### src/rtl/cram_dram_sequencer_if.sv
// Bus between the cartridge glue (PHI2, CPU window decode, refresh inhibit)
// and the DRAM sequencer: phase inputs in, DRAM strobes and status out.
interface cram_dram_sequencer_if;
   logic       PHI2;
   logic       CpuSel;
   logic       CpuWr;
   logic       RefInh;
   logic       nRAS;
   logic       nCAS;
   logic       nRWE;
   logic       RAsel;
   logic       DLatch;
   logic [3:0] S;
   logic [2:0] RefPend;
   logic       RefOverflow;

   modport master (output PHI2, CpuSel, CpuWr, RefInh,
                   input  nRAS, nCAS, nRWE, RAsel, DLatch, S, RefPend, RefOverflow);
   modport slave  (input  PHI2, CpuSel, CpuWr, RefInh,
                   output nRAS, nCAS, nRWE, RAsel, DLatch, S, RefPend, RefOverflow);
endinterface

### src/rtl/cram_dram_sequencer.sv
// DotClk-domain DRAM sequencer locked to PHI2: CAS-before-RAS refresh in the
// PHI2-low half, one CPU access in the PHI2-high half, queued refresh debt.
module cram_dram_sequencer #(
   parameter int REF_INTERVAL = 8,
   parameter int REF_PEND_MAX = 7
) (
   input  logic                  DotClk,
   input  logic                  RES,
   cram_dram_sequencer_if.slave  bus
);
   localparam int DIV_W = (REF_INTERVAL > 1) ? $clog2(REF_INTERVAL) : 1;
   localparam logic [DIV_W-1:0] DIV_LAST = DIV_W'(REF_INTERVAL - 1);
   localparam logic [DIV_W-1:0] DIV_ZERO = DIV_W'(0);
   localparam logic [DIV_W-1:0] DIV_ONE  = DIV_W'(1);
   localparam logic [2:0]       PEND_MAX = 3'(REF_PEND_MAX);

   typedef enum logic [2:0] {
      IDLE     = 3'd0,
      REF_CAS  = 3'd1,
      REF_RAS  = 3'd2,
      REF_HOLD = 3'd3,
      PRE      = 3'd4,
      ACC_RAS  = 3'd5,
      ACC_MUX  = 3'd6,
      ACC_CAS  = 3'd7
   } state_t;

   // Strobe image {nRAS, nCAS, nRWE, RAsel, DLatch} that each state presents.
   function automatic logic [4:0] strobesFor(input state_t st, input logic wr);
      logic [4:0] o;
      o = 5'b11100;
      case (st)
         REF_CAS:  o = 5'b10100;
         REF_RAS:  o = 5'b00100;
         REF_HOLD: o = 5'b01100;
         ACC_RAS:  o = 5'b01100;
         ACC_MUX:  o = {2'b01, ~wr, 2'b10};
         ACC_CAS:  o = {2'b00, ~wr, 1'b1, ~wr};
         default:  o = 5'b11100;
      endcase
      return o;
   endfunction

   logic             phi2_r;
   logic             seen_r;
   logic [3:0]       phase_r;
   logic [DIV_W-1:0] divCnt_r;
   logic [2:0]       refPend_r;
   logic             refOverflow_r;
   state_t           state_r;
   logic             wr_r;
   logic [4:0]       strobes_r;

   logic fall_s, refReq_s, seqFree_s, refStart_s, accStart_s, refInc_s;

   assign fall_s     = phi2_r & ~bus.PHI2;
   assign refReq_s   = fall_s & (divCnt_r == DIV_LAST);
   assign refInc_s   = refReq_s & (refPend_r != PEND_MAX);
   assign seqFree_s  = (state_r == IDLE) | (state_r == PRE);
   assign refStart_s = seqFree_s & (phase_r == 4'd1) & (refPend_r != 3'd0) & ~bus.RefInh;
   assign accStart_s = seqFree_s & (phase_r == 4'd5) & bus.CpuSel;

   // Phase counter: restarts at 1 on each PHI2 fall, parks at 0 or 15.
   always_ff @(posedge DotClk) begin
      if (RES) begin
         phi2_r  <= 1'b0;
         seen_r  <= 1'b0;
         phase_r <= 4'd0;
      end else begin
         phi2_r <= bus.PHI2;
         seen_r <= seen_r | ~bus.PHI2;
         if (fall_s & seen_r) begin
            phase_r <= 4'd1;
         end else if ((phase_r != 4'd0) && (phase_r != 4'd15)) begin
            phase_r <= phase_r + 4'd1;
         end else begin
            phase_r <= phase_r;
         end
      end
   end

   // Refresh divider and debt counter; an increment and a start cancel out.
   always_ff @(posedge DotClk) begin
      if (RES) begin
         divCnt_r      <= DIV_ZERO;
         refPend_r     <= 3'd0;
         refOverflow_r <= 1'b0;
      end else begin
         if (fall_s) begin
            divCnt_r <= refReq_s ? DIV_ZERO : (divCnt_r + DIV_ONE);
         end else begin
            divCnt_r <= divCnt_r;
         end
         if (refReq_s && (refPend_r == PEND_MAX)) begin
            refOverflow_r <= 1'b1;
         end else begin
            refOverflow_r <= refOverflow_r;
         end
         case ({refInc_s, refStart_s})
            2'b10:   refPend_r <= refPend_r + 3'd1;
            2'b01:   refPend_r <= refPend_r - 3'd1;
            default: refPend_r <= refPend_r;
         endcase
      end
   end

   // Sequencer FSM; strobes are registered alongside the state they belong to.
   always_ff @(posedge DotClk) begin
      if (RES) begin
         state_r   <= IDLE;
         wr_r      <= 1'b0;
         strobes_r <= 5'b11100;
      end else begin
         case (state_r)
            IDLE, PRE: begin
               if (refStart_s) begin
                  state_r   <= REF_CAS;
                  strobes_r <= strobesFor(REF_CAS, wr_r);
               end else if (accStart_s) begin
                  state_r   <= ACC_RAS;
                  wr_r      <= bus.CpuWr;
                  strobes_r <= strobesFor(ACC_RAS, bus.CpuWr);
               end else begin
                  state_r   <= IDLE;
                  strobes_r <= strobesFor(IDLE, wr_r);
               end
            end
            REF_CAS: begin
               state_r   <= REF_RAS;
               strobes_r <= strobesFor(REF_RAS, wr_r);
            end
            REF_RAS: begin
               state_r   <= REF_HOLD;
               strobes_r <= strobesFor(REF_HOLD, wr_r);
            end
            ACC_RAS: begin
               state_r   <= ACC_MUX;
               strobes_r <= strobesFor(ACC_MUX, wr_r);
            end
            ACC_MUX: begin
               state_r   <= ACC_CAS;
               strobes_r <= strobesFor(ACC_CAS, wr_r);
            end
            REF_HOLD, ACC_CAS: begin
               state_r   <= PRE;
               strobes_r <= strobesFor(PRE, wr_r);
            end
            default: begin
               state_r   <= IDLE;
               strobes_r <= strobesFor(IDLE, wr_r);
            end
         endcase
      end
   end

   assign {bus.nRAS, bus.nCAS, bus.nRWE, bus.RAsel, bus.DLatch} = strobes_r;
   assign bus.S           = phase_r;
   assign bus.RefPend     = refPend_r;
   assign bus.RefOverflow = refOverflow_r;
endmodule

### src/flat_wrapper.sv
// flat-port wrapper written by rule: the top's interface ports become plain ports
module cram_dram_sequencer_flat 
#(
   parameter int REF_INTERVAL = 8,
   parameter int REF_PEND_MAX = 7
)
  (DotClk, RES, bus_PHI2, bus_CpuSel, bus_CpuWr, bus_RefInh, bus_nRAS, bus_nCAS, bus_nRWE, bus_RAsel, bus_DLatch, bus_S, bus_RefPend, bus_RefOverflow);
  cram_dram_sequencer_if bus_i ();
  input  logic DotClk;
  input  logic RES;
  input wire logic [$bits(bus_i.PHI2)-1:0] bus_PHI2;
  input wire logic [$bits(bus_i.CpuSel)-1:0] bus_CpuSel;
  input wire logic [$bits(bus_i.CpuWr)-1:0] bus_CpuWr;
  input wire logic [$bits(bus_i.RefInh)-1:0] bus_RefInh;
  output wire logic [$bits(bus_i.nRAS)-1:0] bus_nRAS;
  output wire logic [$bits(bus_i.nCAS)-1:0] bus_nCAS;
  output wire logic [$bits(bus_i.nRWE)-1:0] bus_nRWE;
  output wire logic [$bits(bus_i.RAsel)-1:0] bus_RAsel;
  output wire logic [$bits(bus_i.DLatch)-1:0] bus_DLatch;
  output wire logic [$bits(bus_i.S)-1:0] bus_S;
  output wire logic [$bits(bus_i.RefPend)-1:0] bus_RefPend;
  output wire logic [$bits(bus_i.RefOverflow)-1:0] bus_RefOverflow;
  assign bus_i.PHI2 = bus_PHI2;
  assign bus_i.CpuSel = bus_CpuSel;
  assign bus_i.CpuWr = bus_CpuWr;
  assign bus_i.RefInh = bus_RefInh;
  assign bus_nRAS = bus_i.nRAS;
  assign bus_nCAS = bus_i.nCAS;
  assign bus_nRWE = bus_i.nRWE;
  assign bus_RAsel = bus_i.RAsel;
  assign bus_DLatch = bus_i.DLatch;
  assign bus_S = bus_i.S;
  assign bus_RefPend = bus_i.RefPend;
  assign bus_RefOverflow = bus_i.RefOverflow;
  cram_dram_sequencer #(.REF_INTERVAL(REF_INTERVAL), .REF_PEND_MAX(REF_PEND_MAX)) u_core (.DotClk(DotClk), .RES(RES), .bus(bus_i));
endmodule
### config.mk
export PLATFORM = sky130hd
export DESIGN_NAME = cram_dram_sequencer_flat
export DESIGN_NICKNAME = d
export VERILOG_FILES = /design/src/rtl/cram_dram_sequencer_if.sv /design/src/rtl/cram_dram_sequencer.sv /design/src/flat_wrapper.sv
export SDC_FILE = /design/constraint.sdc
export NUM_CORES = 1
export LEC_CHECK = 0
export CAP_MARGIN = 20
export CORE_MARGIN = 10
export CORE_UTILIZATION = 40
export DETAILED_ROUTE_END_ITERATION = 7
export GPL_TIMING_DRIVEN = 0
export PLACE_DENSITY = 0.66
export RECOVER_POWER = 100
export SLEW_MARGIN = 10
export SYNTH_ARGS = -nofsm -noshare
export SYNTH_HDL_FRONTEND = slang
export SYNTH_SLANG_ARGS = --single-unit
### constraint.sdc
create_clock -name DotClk -period 2.64 [get_ports DotClk]
set_input_delay 0.264 -clock DotClk [delete_from_list [all_inputs] [get_ports DotClk]]
set_output_delay 0.264 -clock DotClk [all_outputs]
set_load 0.02 [all_outputs]
# == Word-level counts from Yosys, hierarchy flattened ==
# Index checks and enable logic that the tools add are counted.
# classes
add_sub_neg,4
n_eq_ne,15
mux,10
bitwise,15
n_reduce_logical,11
# ops
operator,count
case mux 5 bit (6 select lines),1
"equality test 3 bit, second input constant",6
case mux 3 bit (6 select lines),1
two-way mux 5 bit,2
bitwise AND 1 bit,9
two-way mux 3 bit,3
"adder 3 x 1 -> 3 bit, second input constant",2
"equality test 3 x 2 -> 1 bit, second input constant",2
case mux 3 bit (2 select lines),1
OR reduction 2 bit,3
"adder 4 x 1 -> 4 bit, second input constant",1
"equality test 4 x 1 -> 1 bit, second input constant",1
"equality test 4 x 3 -> 1 bit, second input constant",1
"inequality test 4 bit, second input constant",1
NOT 1 bit,4
nonzero test 2 bit,2
nonzero test 4 bit,1
"equality test 3 x 1 -> 1 bit, second input constant",1
logical NOT 3 bit,1
"inequality test 3 bit, second input constant",1
AND reduction 3 bit,1
nonzero test 3 bit,1
"subtractor 3 x 1 -> 3 bit, second input constant",1
"equality test 2 x 1 -> 1 bit, second input constant",1
4 further kinds,7
# word_totals
regBits,22
input_bits,6
elab_cells,65

# == Depth between registers and ports, before layout ==
# Gate-level depths: netlist (run 1).
# logic_depth
ltp_word,7
mapped_depth,11
ltp_nobuf,11

# == Worst setup path before layout (run 1) ==
# No wires, ideal clock.
# synth_path
path_kind,register to register
start,"reg u_core.phase_r[0], in the netlist u_core.bus.S[0]"
end,"reg u_core.refPend_r[2], in the netlist u_core.bus.RefPend[2]"
arrival_ns,2.754
slack_ns,-0.184
path_stages_with_launch,11
n_path_buf,0
period_less_slack_ns,2.824
cell_sequence,dfxtp_1 ha_1 or4b_4 or2_1 nor3_1 ha_1 inv_1 fa_1 xor2_1 or3_1 a21oi_1
# synth_via
elab_chain_cells,6
# synth_rtl
item,line,rtl
from (decl),cram_dram_sequencer.sv:46,logic [3:0] phase_r;
from (signal assigned),cram_dram_sequencer.sv:75,phase_r <= phase_r + 4'd1;
from (signal assigned),cram_dram_sequencer.sv:77,phase_r <= phase_r;
equality test 4 x 1 -> 1 bit *,cram_dram_sequencer.sv:60,assign refStart_s = seqFree_s & (phase_r == 4'd1) & (refPend_r != 3'd0) & ~bus.RefInh;
bitwise AND 1 bit * (3 in series),cram_dram_sequencer.sv:60,
equality test 2 x 1 -> 1 bit / equality test 2 bit (equally long branches),cram_dram_sequencer.sv:99,"case ({refInc_s, refStart_s})"
case mux 3 bit (2 select lines) / nonzero test 2 bit (equally long branches),-,
to (signal assigned),cram_dram_sequencer.sv:100,2'b10: refPend_r <= refPend_r + 3'd1;
to (signal assigned),cram_dram_sequencer.sv:101,2'b01: refPend_r <= refPend_r - 3'd1;
to (signal assigned),cram_dram_sequencer.sv:102,default: refPend_r <= refPend_r;
to (decl),cram_dram_sequencer.sv:48,logic [2:0] refPend_r;
# Every way passes the cells marked *; elsewhere a longest branch is shown, timed or not.
# A chain may end at the register's enable or synchronous reset.

# == Final worst setup path (run 1) ==
# layout_path
start,"reg u_core.phase_r[1], in the netlist u_core.bus.S[1]"
end,"reg u_core.refPend_r[2], in the netlist u_core.bus.RefPend[2]"
# Same word-level chain as after synthesis.

==> impl_metrics.ini, run 1 <==
[route]
wl_per_cell_um = 12.5
wl_um = 2020
via_per_inst = 5.12
num_vias = 825
wl_met3_um = 160
routed.top_layer = met4
firstDrtPassIters = 4
drt_iter0_markers = 28
ant_nets = 0
m1WireLength_um = 915
route.detailed.drc = 0
routed-wl-met2_um = 919

[power]
pwr-share-seq_pct = 54.0
internal_power_uw = 484
p_per_area_nw_per_um2 = 527
combPwrFrac_pct = 23.1
ir_worst_vdd_mv = 0.375
pwr-share-clk_pct = 22.9
cellLeakagePower_uw = 0.000473
power_switching_share_pct = 27.7
power_switching_uw = 186

[layout]
finish.instance_area_um2 = 1270
drive_gt1_share_pct = 12.8
fin_nets = 147
area_growth_pct = 28.0
antenna_cells = 0
final_cells = 161

[floorplanning]
start_util_pct = 43.2
ios = 19
core_um2 = 2300
num_rows = 17
die_h_um = 69.8
dieWidth_um = 69.8
die_area_um2 = 4880

[yosys]
synth_edf_count = 0
yosysSeqAreaShare_pct = 44.3
syn_nets = 121
async_flop_share_pct = 0
synth_seq_cells = 22
synth_area_um2 = 993
yosysWarnings = 0
synth_ff_type = dfxtp_1
synthDistinctLibCells = 36
avgSynthCellArea_um2 = 9.20
syn_inst = 108

[critical_path]
cp_max_fo = 2
critical_path_arrival_ps = 2860
end_kind = register
crit_path_cell_trace = inv_2, ha_1, or4b_4, or2_4, nor3_2, ha_2, inv_1, fa_2, xor2_1, or3_1, a21oi_1
slowest_delay_ps = 460
r2r_slack_ps = 10
cp-start-kind = register
crit_type = reg2reg
worstPathRequired_ps = 2880
slowest_stage = or4b_4

[timing]
relSlewSlack_pct = 68.3
tightest_slew_ps = 475
setup_viol = 0
rsz0062_at_grt = yes
finalHoldViolations = 0
fin_crit_ps = 2630
fin_crit_sh_pct = 99.4
max_freq_mhz = 381
worst_clock_skew_ps = 4.99
slew_violations = 0

[flow_run]
drv_cap = 0

[clock_tree]
path_clk_slew_ps = 120
cts_tree = yes
clockBufferDepth = 2
clk_latency_ps = 300
cts.repair.resized = 0
root_buffer = clkbuf_4
h-tree-depth = 1
numCtsBuffers = 3
cts_sinks = 22

[placed_design]
place_area_um2 = 1220
dpl.hpwl_um = 1450
port_buffers = 17
gp_congestion = 0.691
dpl.cell_count = 153

[global_route]
antenna_found_initial = 0
grt_usage_pct = 8.43
grt_overflow = 0
grt_pass1_vias = 814
grt_max_degree = 13
grt_pass1_wl_um = 3560

[hold_path]
hold_class = in2reg

[outcome]
outcome = complete, no violations
[layer usage]
layer,up-vias,track usage (%)
met1,384,9.31
li1,425,-
met3,2,3.57
met5,-,0
met2,14,13.6
met4,0,3.91
[sequential cells by signal, summed over array words and instances (netlist names)]
| signal | count |
|---|---|
| u_core.bus.S | 4 |
| u_core.divCnt_r | 3 |
| u_core.state_r | 3 |
| u_core.phi2_r | 1 |
| u_core.bus.RefPend | 3 |
| u_core.seen_r | 1 |
| u_core.wr_r | 1 |
| u_core.bus.RefOverflow | 1 |
| u_core.strobes_r | 5 |
[power groups by stage]
stage               Clock [uW]  Sequential [uW]  Combinational (uW)
finish                     154              362                 154
global route               174              363                 180
CTS                        162              362                 168
detailed placement           0              381                 133
global placement             0              381                 131
floorplan                    0              391                76.7
[cell families (layout without fill, tap and decap cells)]
group | after synthesis | in the layout | synth area share, %
buf+inv | 12 | 37 | 4.53
mux | 2 | 2 | 2.02
compound gates | 21 | 21 | 13.5
fa+ha+maj | 7 | 7 | 9.57
flops | 22 | 22 | 44.3
simple gates | 41 | 41 | 23.4
xor+xnor | 3 | 3 | 2.65
[critical path, delay by kind of cell, from the launching register on]
family	cells	cell delay [ps]
and+or+nand+nor	4	1150
buffers and inverters	2	100
AOI/OAI and AO/OA	1	120
DFF	1	370
adders and majority gates	3	680
xor gates and xnor gates	1	150
[metrics by stage]
step | worst slack [ps] | hold WS [ps] | utilization [%] | power, uW | TNS [ps]
2_1_floorplan | 34.2 | 356 | - | 468 | 0
3_3_place_gp | -170 | 403 | 53.1 | 512 | -196
3_5_place_dp | -214 | 403 | 53.1 | 515 | -288
4_1_cts | 11.1 | 362 | 55.5 | 692 | 0
5_1_grt | -121 | 383 | 55.3 | 718 | -121
6_report | 14.8 | 365 | 55.3 | 670 | 0
[area by class of cell]
type	instances	area [um2]
buffer	5	18.8
clock buffer	4	26.3
fill	224	1030
inverter	7	26.3
multi-input combinational	74	520
sequential	22	448
tap	28	35.0
timing repair buffer	21	196
[final timing paths]
kind,startpoint,end,cells past startpoint
worst max-delay path,u_core.bus.S[1],u_core.bus.RefPend[2],11
worst min-delay path,RES,u_core.phi2_r,2
worst min register to register,u_core.wr_r,u_core.strobes_r[2],1
worst max register to register,u_core.bus.S[1],u_core.bus.RefPend[2],11
[repair_timing]
| action | in CTS | in global routing |
|---|---|---|
| gates cloned | 0 | 0 |
| pin swaps | 3 | 1 |
| setup endpoints to repair | 1 | 1 |
| hold buffers | 0 | 0 |
| setup buffers | 4 | 0 |
[placed cells by master, fill, tap and decap left out, types with 2 or more instances in the layout]
cell,instances
a21oi_1,7
a31oi_1,3
buf_4,3
clkbuf_1,7
clkbuf_4,3
clkdlybuf4s50_1,4
dfxtp_1,20
dfxtp_4,2
dlygate4sd3_1,13
ha_1,5
inv_1,6
mux2i_1,2
nand2_1,4
nand3_1,2
nand3b_1,2
nor2_1,12
nor2b_1,2
nor3_1,3
nor3b_1,3
o21ai_0,4
or3_1,2
xor2_1,2
[Yosys cell counts (3+ instances only)]
cell	count	area, um2
dfxtp_1	22	440
nor2_1	12	45.0
a21oi_1	7	35.0
inv_1	7	26.3
ha_1	6	75.1
clkbuf_1	5	18.8
nand2_1	4	15.0
nor3_1	4	20.0
o21ai_0	4	20.0
a31oi_1	3	18.8
nor3b_1	3	22.5
Power figures use the tool's default switching activity.
==> run 2: changes to the inputs <==
clock period = 2.15 ns   (was 2.64 ns; I/O delays follow)
==> impl_metrics.ini, run 2 (same netlist as run 1, synthesis figures left out) <==
[clock_tree]
clockBufferDepth = 2
path_clk_slew_ps = 120
cts_tree = yes
root_buffer = clkbuf_4
cts_sinks = 22
numCtsBuffers = 3
h-tree-depth = 1
clk_latency_ps = 300

[power]
ir_worst_vdd_mv = 0.486
p_per_area_nw_per_um2 = 653
cellLeakagePower_uw = 0.000474

[layout]
drive_gt1_share_pct = 19.0
antenna_cells = 0
layout_common_cells = 19 x dfxtp_1, 12 x nor2_1, 11 x clkdlybuf4s50_1, 8 x buf_4
largest_reg_flops = 5
fillers = 210
utilization_pct = 57.7
area_growth_pct = 33.4
layout_commonest_cell = dfxtp_1
final_cells = 165
largest-register = u_core.strobes_r
fin_nets = 151

[flow_run]
drv_cap = 0

[global_route]
grt_pass1_vias = 854
grt_pass1_wl_um = 3720
grt_overflow = 0
antenna_found_initial = 0
grt_max_degree = 13
grt_usage_pct = 8.90

[placed_design]
gp_congestion = 0.696
dpl.hpwl_um = 1520
pre_cts_slack_ps = -614
dpl.cell_count = 153
port_buffers = 17

[timing]
fin_crit_sh_pct = 121
whs_ps = 292
setup_viol = 2
worst_clock_skew_ps = 2.00
relSlewSlack_pct = 66.6
rsz0062_at_grt = yes
finalHoldViolations = 0
setup_slack_ps = -456
max_freq_mhz = 384
tightest_slew_ps = 500
fin_crit_ps = 2610
slew_violations = 0

[route]
firstDrtPassIters = 4
route.detailed.drc = 0
drt_iter0_markers = 41
wl_per_cell_um = 12.8
via_per_inst = 5.08
wl_um = 2110
num_vias = 838
ant_nets = 0

[critical_path]
crit_type = reg2reg
worstPathRequired_ps = 2400
r2r_slack_ps = -460
cp_max_fo = 2
cp-start-kind = register
critical_path_arrival_ps = 2850
end_kind = register

[floorplanning]
core_um2 = 2300
ios = 19
die_area_um2 = 4880
dieWidth_um = 69.8
num_rows = 17
start_util_pct = 43.2
die_h_um = 69.8

[hold_path]
hold_class = in2reg

[outcome]
violations = negative setup slack
outcome = finished, violations left
run 2: cell types whose count changed in the layout (fill, tap and decap cells not counted), sizes merged:
cell	before	now
buf	3	8
clkbuf	10	9
clkdlybuf4s50	4	11
dlygate4sd3	13	6
run 2: layout make-up:
| cell class | count | area (um2) | share of cell area (%) |
|---|---|---|---|
| Buffer | 5 | 18.8 | 1.42 |
| Clock buffer | 4 | 26.3 | 1.98 |
| Inverter | 7 | 28.8 | 2.17 |
| Multi-Input combinational cell | 74 | 537 | 40.5 |
| Sequential cell | 22 | 449 | 33.9 |
| Tap cell | 28 | 35.0 | 2.64 |
| Timing Repair Buffer | 25 | 230 | 17.4 |
run 2: power breakdown:
part | total (uW) | switching, uW | internal, uW
logic | 220 | 105 | 115
registers | 451 | 19.0 | 432
clock network | 194 | 121 | 72.3
run 2: through the flow:
stage	total power [uW]	instance area (um2)	setup TNS, ps
5_1_grt	924	1330	-934
2_1_floorplan	584	1030	-714
4_1_cts	868	1310	-749
3_5_place_dp	643	1230	-1180
6_report	865	1330	-763
3_3_place_gp	639	1230	-1080
run 2: worst max-delay path, stage by stage, from the launching register on:
cell and delay (ps):
dfxtp_4 370, inv_4 50, ha_4 110, or4b_4 460, or2_4 270, nor3_2 110, ha_2 210, inv_2 40
fa_2 320, xor2_1 160, or3_1 330, a21oi_2 120
run 2: metal layers:
layer / global-route usage [%] / share of wire [%] / routed length, um
met5: 0 / 0 / 0
met4: 4.13 / 0.81 / 17
met3: 4.14 / 8.8 / 186
met2: 13.8 / 46 / 963
met1: 10.1 / 45 / 942
run 2: worst paths after layout:
| kind | cells after the start | from | end |
|---|---|---|---|
| worst max-delay path | 11 | u_core.bus.S[1] | u_core.bus.RefPend[2] |
| worst min-delay path | 2 | RES | u_core.phi2_r |
| worst max register to register | 11 | u_core.bus.S[1] | u_core.bus.RefPend[2] |
| worst min register to register | 1 | u_core.wr_r | u_core.strobes_r[2] |
run 2: repair_timing:
action	CTS	global route
resized for setup	1	2
pin swaps	3	1
gates cloned	0	0
hold buffers	0	0
setup endpoints to repair	2	2
buffers inserted	6	2
==> run 3: changes to the inputs <==
CORE_ASPECT_RATIO = 1.2   (was default)
TNS_END_PERCENT = 50   (was default)
==> impl_metrics.ini, run 3 (same netlist as run 1, synthesis figures left out) <==
[critical_path]
r2r_cells = 11
slowest_stage = or4b_4
worstReg2RegEnd = u_core.bus.RefPend[2]
cp_max_fo = 2
critPathTopFamily = simple AND/OR/NAND/NOR gates
slowest_delay_ps = 460
cp-start-kind = register
crit_type = reg2reg
rr_startpoint = u_core.bus.S[1]
crit_path_cell_trace = inv_4, ha_4, or4b_4, or2_4, nor3_4, ha_2, inv_2, fa_2, xor2_1, or3_1, a21oi_2
r2r_slack_ps = -500
worstPathRequired_ps = 2390
critical_path_arrival_ps = 2890
end_kind = register
critPathBufInv = 2
worstSetupPathDepth = 11

[clock_tree]
root_buffer = clkbuf_4
clk_latency_ps = 300
cts_sinks = 22
path_clk_slew_ps = 120
hold_buffers = 0
cts_tree = yes
clockBufferDepth = 2
h-tree-depth = 1
numCtsBuffers = 3

[global_route]
grt_pass1_wl_um = 3420
grt_max_degree = 13
antenna_found_initial = 0
use_met3_pct = 3.45
grt_overflow = 0
grt_use_met1_pct = 9.13
grtUsageMet2_pct = 15.2
grt_most_used_layer = met2
grt_pass1_vias = 796
grt_usage_pct = 8.70

[layout]
fin_nets = 148
fillers = 247
multi_input_area_um2 = 543
area_growth_pct = 31.6
seq_area_um2 = 448
layout_commonest_cell = dfxtp_1
layout_common_cells = 20 x dfxtp_1, 14 x dlygate4sd3_1, 12 x nor2_1, 6 x clkbuf_1, 6 x a21oi_1
drive_gt1_share_pct = 15.7
finish.instance_area_um2 = 1310
largest-register = u_core.strobes_r
final_cells = 165
antenna_cells = 0
largest_reg_flops = 5

[outcome]
outcome = finished, violations left
violations = negative setup slack

[floorplanning]
ios = 19
core_um2 = 2330
num_rows = 19
start_util_pct = 42.6
dieWidth_um = 65.5
die_h_um = 74.6
die_area_um2 = 4890

[placed_design]
place_area_um2 = 1220
dpl.hpwl_um = 1540
port_buffers = 17
dpl.cell_count = 156
gp_congestion = 0.770

[timing]
max_freq_mhz = 377
finalHoldViolations = 0
rsz0062_at_grt = yes
setup_slack_ps = -501
relSlewSlack_pct = 66.9
setup_viol = 2
whs_ps = 290
fin_crit_ps = 2650
fin_crit_sh_pct = 123
tightest_slew_ps = 496
worst_clock_skew_ps = 7.12
slew_violations = 0
fin_setup_tns_ps = -828

[power]
cellLeakagePower_uw = 0.000478
p_total_uw = 834
p_per_area_nw_per_um2 = 638
ir_worst_vdd_mv = 0.402

[route]
wl_per_cell_um = 12.5
wl_um = 2060
drt_iter0_markers = 19
num_vias = 815
firstDrtPassIters = 4
ant_nets = 0
route.detailed.drc = 0
via_per_inst = 4.94

[flow_run]
drv_cap = 0

[hold_path]
hold_start = RES
min_to = u_core.phi2_r
whs_path_depth = 2
hold_class = in2reg
-- run 3: cell count changes in the layout (fill, tap and decap cells not counted) --
cell,delta
dlygate4sd3_1,+8
clkdlybuf4s50_1,-8
dfxtp_1,+1
nor3_4,+1
buf_4,-4
clkinv_1,+1
nor3_2,-1
dfxtp_2,-1
-- run 3: layout make-up --
| class | instances | share of cell area (%) |
|---|---|---|
| multi-input combinational | 74 | 41.5 |
| timing repair buffer | 22 | 15.6 |
| inverter | 7 | 2.20 |
| clock buffer | 3 | 1.72 |
| sequential | 22 | 34.3 |
| tap | 31 | 2.97 |
| buffer | 5 | 1.44 |
| clock inverter | 1 | 0.287 |
-- run 3: worst max path at each step --
stage / endpoint / start / slack, ps
global route: u_core.bus.RefPend[2] / u_core.bus.S[1] / -620
finish: u_core.bus.RefPend[2] / u_core.bus.S[1] / -500
CTS: u_core.bus.RefPend[2] / u_core.bus.S[1] / -490
detailed placement: u_core.bus.RefPend[2] / bus_RefInh / -680
global placement: u_core.bus.RefPend[2] / bus_RefInh / -610
floorplan: u_core.bus.RefPend[2] / u_core.bus.S[1] / -440
-- run 3: repair_timing --
item                       4_1_cts  5_1_grt
pin swaps                        4        0
setup buffers                    5        0
cloned                           0        0
resized for setup                5        1
hold endpoints to repair         0        0
setup endpoints to repair        3        2
-- run 3: power breakdown --
group	internal, uW	leakage (uW)	switching, uW
registers	432	0.000180	18.5
clock network	67.5	0.0000154	116
logic	96.7	0.000283	103
-- run 3: stage by stage --
stage / utilization [%] / worst slack [ps]
floorplan: - / -439
global placement: 52.5 / -611
detailed placement: 52.5 / -680
CTS: 56.1 / -495
global route: 56.1 / -616
finish: 56.1 / -501
-- run 3: worst register-to-register path, cell delays in order, from the launching register on --
cell     delay (ps)
dfxtp_4         370
inv_4            60
ha_4            120
or4b_4          460
or2_4           280
nor3_4          120
ha_2            210
inv_2            40
fa_2            320
xor2_1          150
or3_1           330
a21oi_2         130
-- run 3: metal layers --
layer | wire length [um] | up-vias
met2 | 1060 | 13
met5 | 0 | -
li1 | - | 428
met4 | 14 | 0
met3 | 144 | 2
met1 | 844 | 372
